--- src/rtl/imgproc_pkg.sv ---
// Shared definitions for the image-processor message reader.
// Holds the reader FSM state type, the slave register word addresses,
// the default header/block identifiers and the flush bit position.
package imgproc_pkg;

  typedef enum logic [3:0] {
    ST_ID_REQ,
    ST_ID_WAIT,
    ST_FAULT,
    ST_FLUSH,
    ST_POLL_WAIT,
    ST_STAT_REQ,
    ST_STAT_WAIT,
    ST_GAP,
    ST_MSG_REQ,
    ST_MSG_WAIT
  } state_e;

  localparam logic [2:0]  REG_STATUS   = 3'd0;
  localparam logic [2:0]  REG_READ_MSG = 3'd1;
  localparam logic [2:0]  REG_READ_ID  = 3'd2;

  localparam logic [31:0] MSG_ID   = 32'h0052_4242;  // "RBB"
  localparam logic [31:0] BLOCK_ID = 32'h1234_EEE2;

  localparam int          FLUSH_BIT = 4;

endpackage

--- src/rtl/imgproc_msg_reader_if.sv ---
// Avalon-MM bus between the message reader (master) and the image
// processor's CPU register block (slave).
//   m_chipselect, m_read, m_write, m_address[2:0], m_writedata[31:0] : master -> slave
//   m_readdata[31:0] (fixed read latency 1), m_waitrequest            : slave -> master
interface imgproc_msg_reader_if;

  logic        m_chipselect;
  logic        m_read;
  logic        m_write;
  logic [2:0]  m_address;
  logic [31:0] m_writedata;
  logic [31:0] m_readdata;
  logic        m_waitrequest;

  modport master (
    output m_chipselect, m_read, m_write, m_address, m_writedata,
    input  m_readdata, m_waitrequest
  );

  modport slave (
    input  m_chipselect, m_read, m_write, m_address, m_writedata,
    output m_readdata, m_waitrequest
  );

endinterface

--- src/rtl/imgproc_msg_reader.sv ---
// Hardware consumer of the image processor's CPU message FIFO.
// Verifies the block ID, flushes stale messages, polls the status word and
// reads 4-word RBB messages (header, red, yellow, blue x-midpoint), then
// publishes the midpoints as registered outputs.
// Ports:
//   clk, reset_n (async, active-low), enable (1 = poll, 0 = park after message)
//   bus           : Avalon-MM master port
//   r_mid/y_mid/b_mid [10:0] : latest complete midpoints
//   mid_valid     : one-cycle pulse when the midpoints update
//   id_error      : sticky block-ID mismatch
//   hdr_err_count : discarded non-header words, saturating
//   msg_count     : completed messages, wrapping
module imgproc_msg_reader
  import imgproc_pkg::*;
#(
  parameter int unsigned POLL_INTERVAL = 1000,
  parameter logic [31:0] MSG_ID        = imgproc_pkg::MSG_ID,
  parameter logic [31:0] BLOCK_ID      = imgproc_pkg::BLOCK_ID,
  parameter int unsigned MSG_WORDS     = 4
) (
  input  logic                 clk,
  input  logic                 reset_n,
  input  logic                 enable,
  imgproc_msg_reader_if.master bus,
  output logic [10:0]          r_mid,
  output logic [10:0]          y_mid,
  output logic [10:0]          b_mid,
  output logic                 mid_valid,
  output logic                 id_error,
  output logic [7:0]           hdr_err_count,
  output logic [15:0]          msg_count
);

  localparam int unsigned      CNT_W       = $clog2(POLL_INTERVAL + 1);
  localparam logic [CNT_W-1:0] POLL_LOAD   = CNT_W'(POLL_INTERVAL - 1);
  localparam logic [7:0]       MSG_WORDS_B = 8'(MSG_WORDS);
  localparam logic [31:0]      FLUSH_CMD   = 32'h1 << FLUSH_BIT;

  function automatic logic [7:0] sat_inc8(input logic [7:0] v);
    return (v == 8'hFF) ? v : v + 8'd1;
  endfunction

  state_e           state_q, state_d;
  logic             cs_q, cs_d, rd_q, rd_d, wr_q, wr_d;
  logic [2:0]       addr_q, addr_d;
  logic [31:0]      wdata_q, wdata_d;
  logic [CNT_W-1:0] cnt_q, cnt_d;
  logic [7:0]       avail_q, avail_d;
  logic [1:0]       idx_q, idx_d;
  logic [10:0]      shr_q, shr_d, shy_q, shy_d;
  logic [10:0]      r_mid_q, r_mid_d, y_mid_q, y_mid_d, b_mid_q, b_mid_d;
  logic             mid_valid_q, mid_valid_d, id_error_q, id_error_d;
  logic [7:0]       hdr_err_q, hdr_err_d;
  logic [15:0]      msg_cnt_q, msg_cnt_d;
  logic             hunt;
  logic [31:0]      rdata;

  assign rdata = bus.m_readdata;

  always_comb begin
    state_d     = state_q;
    cs_d        = cs_q;
    rd_d        = rd_q;
    wr_d        = wr_q;
    addr_d      = addr_q;
    wdata_d     = wdata_q;
    cnt_d       = cnt_q;
    avail_d     = avail_q;
    idx_d       = idx_q;
    shr_d       = shr_q;
    shy_d       = shy_q;
    r_mid_d     = r_mid_q;
    y_mid_d     = y_mid_q;
    b_mid_d     = b_mid_q;
    mid_valid_d = 1'b0;
    id_error_d  = id_error_q;
    hdr_err_d   = hdr_err_q;
    msg_cnt_d   = msg_cnt_q;
    hunt        = 1'b0;

    unique case (state_q)
      // Each request state spends one cycle with the bus idle before raising
      // read, which guarantees the read strobe drops between back-to-back reads
      // (the slave pops on the read rising edge).
      ST_ID_REQ, ST_STAT_REQ, ST_MSG_REQ: begin
        if (!cs_q) begin
          cs_d   = 1'b1;
          rd_d   = 1'b1;
          addr_d = (state_q == ST_ID_REQ)   ? REG_READ_ID :
                   (state_q == ST_STAT_REQ) ? REG_STATUS  : REG_READ_MSG;
        end else if (!bus.m_waitrequest) begin
          cs_d    = 1'b0;
          rd_d    = 1'b0;
          state_d = (state_q == ST_ID_REQ)   ? ST_ID_WAIT   :
                    (state_q == ST_STAT_REQ) ? ST_STAT_WAIT : ST_MSG_WAIT;
        end
      end
      ST_ID_WAIT: begin
        if (rdata != BLOCK_ID) begin
          id_error_d = 1'b1;
          state_d    = ST_FAULT;
        end else begin
          state_d = ST_FLUSH;
        end
      end
      ST_FAULT: begin
      end
      ST_FLUSH: begin
        if (!cs_q) begin
          cs_d    = 1'b1;
          wr_d    = 1'b1;
          addr_d  = REG_STATUS;
          wdata_d = FLUSH_CMD;
        end else if (!bus.m_waitrequest) begin
          cs_d    = 1'b0;
          wr_d    = 1'b0;
          wdata_d = '0;
          cnt_d   = POLL_LOAD;
          state_d = ST_POLL_WAIT;
        end
      end
      ST_POLL_WAIT: begin
        // Counter freezes while disabled so the reader parks here.
        if (enable) begin
          if (cnt_q == '0) state_d = ST_STAT_REQ;
          else             cnt_d   = cnt_q - CNT_W'(1);
        end
      end
      ST_STAT_WAIT: begin
        avail_d = rdata[15:8];
        if (idx_q == 2'd0 && rdata[15:8] < MSG_WORDS_B) begin
          cnt_d   = POLL_LOAD;
          state_d = ST_POLL_WAIT;
        end else begin
          state_d = ST_GAP;
        end
      end
      ST_GAP: state_d = ST_MSG_REQ;
      ST_MSG_WAIT: begin
        avail_d = avail_q - 8'd1;
        if (idx_q == 2'd0) begin
          if (rdata == MSG_ID) begin
            idx_d = 2'd1;
          end else begin
            hunt      = 1'b1;
            hdr_err_d = sat_inc8(hdr_err_q);
          end
        end else if (idx_q == 2'd1) begin
          shr_d = rdata[10:0];
          idx_d = 2'd2;
        end else if (idx_q == 2'd2) begin
          shy_d = rdata[10:0];
          idx_d = 2'd3;
        end else begin
          // Outputs only move on a complete message.
          r_mid_d     = shr_q;
          y_mid_d     = shy_q;
          b_mid_d     = rdata[10:0];
          mid_valid_d = 1'b1;
          msg_cnt_d   = msg_cnt_q + 16'd1;
          idx_d       = 2'd0;
        end

        // Mid-message words are guaranteed present, so no status re-read.
        if (idx_d != 2'd0) begin
          state_d = ST_GAP;
        end else if (enable && (avail_d >= MSG_WORDS_B || (hunt && avail_d != 8'd0))) begin
          state_d = ST_GAP;
        end else if (enable) begin
          state_d = ST_STAT_REQ;
        end else begin
          cnt_d   = POLL_LOAD;
          state_d = ST_POLL_WAIT;
        end
      end
      default: state_d = ST_ID_REQ;
    endcase
  end

  always_ff @(posedge clk or negedge reset_n) begin
    if (!reset_n) begin
      state_q     <= ST_ID_REQ;
      cs_q        <= 1'b0;
      rd_q        <= 1'b0;
      wr_q        <= 1'b0;
      addr_q      <= '0;
      wdata_q     <= '0;
      cnt_q       <= '0;
      avail_q     <= '0;
      idx_q       <= '0;
      shr_q       <= '0;
      shy_q       <= '0;
      r_mid_q     <= '0;
      y_mid_q     <= '0;
      b_mid_q     <= '0;
      mid_valid_q <= 1'b0;
      id_error_q  <= 1'b0;
      hdr_err_q   <= '0;
      msg_cnt_q   <= '0;
    end else begin
      state_q     <= state_d;
      cs_q        <= cs_d;
      rd_q        <= rd_d;
      wr_q        <= wr_d;
      addr_q      <= addr_d;
      wdata_q     <= wdata_d;
      cnt_q       <= cnt_d;
      avail_q     <= avail_d;
      idx_q       <= idx_d;
      shr_q       <= shr_d;
      shy_q       <= shy_d;
      r_mid_q     <= r_mid_d;
      y_mid_q     <= y_mid_d;
      b_mid_q     <= b_mid_d;
      mid_valid_q <= mid_valid_d;
      id_error_q  <= id_error_d;
      hdr_err_q   <= hdr_err_d;
      msg_cnt_q   <= msg_cnt_d;
    end
  end

  assign bus.m_chipselect = cs_q;
  assign bus.m_read       = rd_q;
  assign bus.m_write      = wr_q;
  assign bus.m_address    = addr_q;
  assign bus.m_writedata  = wdata_q;

  assign r_mid         = r_mid_q;
  assign y_mid         = y_mid_q;
  assign b_mid         = b_mid_q;
  assign mid_valid     = mid_valid_q;
  assign id_error      = id_error_q;
  assign hdr_err_count = hdr_err_q;
  assign msg_count     = msg_cnt_q;

endmodule

--- src/flat_wrapper.sv ---
// flat-port wrapper written by rule: the top's interface ports become plain ports
module imgproc_msg_reader_flat import imgproc_pkg::*;
#(
  parameter int unsigned POLL_INTERVAL = 1000,
  parameter logic [31:0] MSG_ID        = imgproc_pkg::MSG_ID,
  parameter logic [31:0] BLOCK_ID      = imgproc_pkg::BLOCK_ID,
  parameter int unsigned MSG_WORDS     = 4
)
  (clk, reset_n, enable, r_mid, y_mid, b_mid, mid_valid, id_error, hdr_err_count, msg_count, bus_m_chipselect, bus_m_read, bus_m_write, bus_m_address, bus_m_writedata, bus_m_readdata, bus_m_waitrequest);
  imgproc_msg_reader_if bus_i ();
  input  logic clk;
  input  logic reset_n;
  input  logic enable;
  output logic [10:0] r_mid;
  output logic [10:0] y_mid;
  output logic [10:0] b_mid;
  output logic mid_valid;
  output logic id_error;
  output logic [7:0] hdr_err_count;
  output logic [15:0] msg_count;
  output wire logic [$bits(bus_i.m_chipselect)-1:0] bus_m_chipselect;
  output wire logic [$bits(bus_i.m_read)-1:0] bus_m_read;
  output wire logic [$bits(bus_i.m_write)-1:0] bus_m_write;
  output wire logic [$bits(bus_i.m_address)-1:0] bus_m_address;
  output wire logic [$bits(bus_i.m_writedata)-1:0] bus_m_writedata;
  input wire logic [$bits(bus_i.m_readdata)-1:0] bus_m_readdata;
  input wire logic [$bits(bus_i.m_waitrequest)-1:0] bus_m_waitrequest;
  assign bus_m_chipselect = bus_i.m_chipselect;
  assign bus_m_read = bus_i.m_read;
  assign bus_m_write = bus_i.m_write;
  assign bus_m_address = bus_i.m_address;
  assign bus_m_writedata = bus_i.m_writedata;
  assign bus_i.m_readdata = bus_m_readdata;
  assign bus_i.m_waitrequest = bus_m_waitrequest;
  imgproc_msg_reader #(.POLL_INTERVAL(POLL_INTERVAL), .MSG_ID(MSG_ID), .BLOCK_ID(BLOCK_ID), .MSG_WORDS(MSG_WORDS)) u_core (.clk(clk), .reset_n(reset_n), .enable(enable), .bus(bus_i), .r_mid(r_mid), .y_mid(y_mid), .b_mid(b_mid), .mid_valid(mid_valid), .id_error(id_error), .hdr_err_count(hdr_err_count), .msg_count(msg_count));
endmodule
--- config.mk ---
export PLATFORM = sky130hd
export DESIGN_NAME = imgproc_msg_reader_flat
export DESIGN_NICKNAME = d
export VERILOG_FILES = /design/src/rtl/imgproc_pkg.sv /design/src/rtl/imgproc_msg_reader_if.sv /design/src/rtl/imgproc_msg_reader.sv /design/src/flat_wrapper.sv
export SDC_FILE = /design/constraint.sdc
export NUM_CORES = 1
export LEC_CHECK = 0
export CAP_MARGIN = 20
export CORE_MARGIN = 10
export CORE_UTILIZATION = 45
export CTS_CLUSTER_SIZE = 16
export DETAILED_ROUTE_END_ITERATION = 8
export GPL_TIMING_DRIVEN = 0
export MAX_ROUTING_LAYER = met4
export PLACE_DENSITY = 0.88
export SETUP_SLACK_MARGIN = 0.02
export SYNTH_ARGS = -nofsm -noshare
export SYNTH_HDL_FRONTEND = slang
export SYNTH_SLANG_ARGS = --single-unit
--- constraint.sdc ---
create_clock -name clk -period 2.3 [get_ports clk]
set_input_delay 0.46 -clock clk [delete_from_list [all_inputs] [get_ports clk]]
set_output_delay 0.46 -clock clk [all_outputs]
set_load 0.05 [all_outputs]
==> results by group <==
Status
  • Status: complete, no violations

Clocking
  • Clk_lat worst skew: 0.36 ns
  • # clock sinks: 110
  • CTS tree: done
  • Clock buffer depth: 2
  • # H-tree levels: 3
  • Reg clk slew, reported paths: 0.07 ns
  • TritonCTS buffer count: 9
  • Cts hold-fix bufs: 0
  • Root Buffer: clkbuf_16

GRT
  • Largest net degree at the start of global routing: 59
  • Vias in the first global route: 4603
  • Congestion Overflow GR: 0
  • Total GRT Usage: 17.32%
  • First-pass GRT wire length: 22640 microns
  • Initial antenna violation count: 0

Routing
  • Drt via density: 5.356
  • # DRC: 0
  • DRT iter0 DRCs: 333
  • Antenna Nets Post-Route: 0
  • Routed WL: roughly 15000 microns
  • Drt pass-1 iters: 5
  • Vias: 4376
  • Drt wl/cell: 17.86 microns

Synthesis
  • Post-synth cell types: 62
  • Cell with the most instances after synthesis: dfrtp_1
  • Seq cells post-synth: 110
  • Mapped Avg Cell Area: ~11 sq um
  • Synth top area cells: dfrtp_1 (51%), mux2_2 (12%), buf_4 (4.7%)
  • Post-synth EDFFs: 0
  • List of most frequent post-synthesis cells: dfrtp_1 (110), mux2_2 (56), nand2_1 (53), buf_4 (34), nor2_1 (28)
  • Register area share after synthesis: 50.57%
  • Top FF cell, synth: dfrtp_1
  • Synth area leader: dfrtp_1
  • Share of Yosys cell area claimed by the top area cell type: 50.57%
  • Post-synth ARST share: 100.0%
  • Post-Syn Instances: 500
  • Yosys warns: 0
  • Post-synthesis instance area: 5443 sq um

Die
  • Starting Density: about 46%
  • Chip height: 130.0 microns
  • Io pins: approximately 130
  • Row Count: 40
  • Die area: 16890 sq um
  • Total core area: 11910 sq um
  • Width of the chip: 130.0 microns

Worst setup path
  • Crit path DAT: around 2.5 ns
  • Crit path capture: u_core.hdr_err_count[1]
  • FF-to-FF setup slack: 0.08 ns
  • Worst R2R End: u_core.msg_count[15]
  • CP Max Fanout: 7
  • Data required, critical path: around 2.5 ns
  • Crit end category: flop
  • CP Launch Type: input pin
  • Crit. Startpoint: bus_m_readdata[5]
  • R2R cell count: 7
  • Setup Crit Path Kind: in2reg
  • Worst R2R Start: u_core.idx_q[0]

Final layout
  • Post-layout util: between 60% and 70%
  • Final cell count without fillers: 817
  • Storage cell area: 2755 sq um
  • Area Overhead vs Synth: 37.06%
  • Fraction of layout cells with a size suffix above 1: 28.66%
  • Nets: 710
  • Diode count: 0
  • Multi-input gate area in the final layout: 2606 sq um
  • FILL cells: 907

Place
  • Port Buf Inserts: 100
  • Detailed Place HPWL: 10530 microns
  • RD Place Congestion: 0.9055
  • Placed cell count: 779

Timing
  • Min Tclk post-route: ~2.3 ns
  • Setup violators final: 0
  • Max_slew headroom: 48.50%
  • Pins Over Slew Limit: 0
  • Fin crit share: 98.73%
  • Fmax: 0.4404 GHz
  • Clk_skew: just over 0.008 ns
  • Worst-Margin Slew: 0.7725 ns
  • RSZ-0062 raised after global routing: yes
  • Fin. Hold Viols: 0

Power
  • Maximum VDD drop: 0.0005845 V
  • PwrDens: 788.2 nW/um^2
  • Static Leak: around 3.4 nW

Run
  • Max-cap violations: 0

Min path
  • Hold Crit Class: in2async
[per-stage QoR]
step           hold WS (ns)  power (mW)  cell area, sq um   TNS, ns  setup slack (ns)
2_1_floorplan        0.1644       3.674              5590   -0.3922           -0.1056
3_3_place_gp         0.4520       4.144              6775   -382.09            -3.250
3_5_place_dp         0.4580       4.216              6800    -28.61           -0.8446
4_1_cts              0.2061       5.842              7289  -0.03895          -0.01542
5_1_grt              0.2358       6.188              7460  -0.04204          -0.03321
6_report             0.1851       5.880              7460         0           0.02915
[kinds of logic (layout without fill, tap and decap cells)]
| kind of cell | Yosys count | in the layout | share of synthesized area [%] |
|---|---|---|---|
| adders and majority gates | 9 | 9 | 2.069 |
| and+or+nand+nor | 167 | 167 | 16.30 |
| other | 1 | 32 | 0.06890 |
| xor gates and xnor gates | 22 | 22 | 3.540 |
| buffers and inverters | 66 | 205 | 6.942 |
| AOI/OAI and AO/OA | 69 | 69 | 8.920 |
| DFF | 110 | 110 | 50.57 |
| muxes | 56 | 56 | 11.59 |
[flip-flops by register name, indices dropped and copies added, names as in the netlist]
name                     flops
u_core.id_error              1
u_core.shy_q                11
u_core.y_mid                11
u_core.shr_q                11
u_core.bus.m_writedata       1
u_core.b_mid                11
u_core.idx_q                 2
u_core.hdr_err_count         8
u_core.cnt_q                10
u_core.bus.m_read            1
u_core.bus.m_chipselect      1
u_core.state_q               4
u_core.r_mid                11
u_core.bus.m_address         2
u_core.msg_count            16
u_core.mid_valid             1
u_core.avail_q               8
[critical path: stages]
cell and delay, ns:
buf_8 0.10, or4b_4 0.53, or4_4 0.57, o31ai_4 0.31
buf_6 0.17, nor2_4 0.06, mux2_4 0.31
[placed cells by master (no fill, tap or decap), types with 9 or more instances in the layout]
master	Yosys	routed
nand2_1	53	53
conb_1	1	32
nor2_1	28	26
clkdlybuf4s50_1	0	76
inv_1	11	9
dfrtp_1	110	108
clkbuf_2	0	11
mux2_2	56	55
clkbuf_16	0	9
buf_4	34	58
nor3_1	19	17
o21ai_0	20	18
xnor2_1	18	18
[worst min path at each step]
| stage | cells after the start | end | from | slack [ns] |
|---|---|---|---|---|
| floorplan | 0 | u_core.avail_q[0] | reset_n | 0.16 |
| global placement | 1 | u_core.msg_count[15] | u_core.msg_count[15] | 0.45 |
| detailed placement | 1 | u_core.msg_count[15] | u_core.msg_count[15] | 0.46 |
| CTS | 1 | u_core.b_mid[3] | reset_n | 0.21 |
| global route | 1 | u_core.b_mid[0] | reset_n | 0.24 |
| finish | 1 | u_core.b_mid[0] | reset_n | 0.19 |
[layer usage]
metal | part of all wire [%] | track usage (%)
met5 | 0 | -
met4 | 1.1 | 4.894
met3 | 8.0 | 6.450
met2 | 51 | 29.08
met1 | 40 | 18.94
[repair_timing]
item | in CTS | in global routing
setup buffers | 14 | 11
endpoints found under the setup margin | 78 | 39
pin swaps | 12 | 17
cloned | 1 | 0
gates resized for setup | 62 | 53
[where the power goes]
| part | internal, mW | switching [mW] | leakage, nW |
|---|---|---|---|
| Sequential | 2.16 | 0.237 | 1.41 |
| Combinational | 0.745 | 1.16 | 1.85 |
| Clock | 0.775 | 0.800 | 0.148 |
| Total | 3.68 | 2.20 | 3.41 |
[area by class of cell]
class | count | area share, %
well taps | 147 | 2.466
clock inverters | 7 | 0.9896
flip-flops and latches | 110 | 36.93
clock buffers | 9 | 3.019
inverters | 12 | 0.6038
multi-input cells | 355 | 34.94
plain buffers | 50 | 4.764
repair buffers | 127 | 16.29
(Power assumes the default switching activity.)
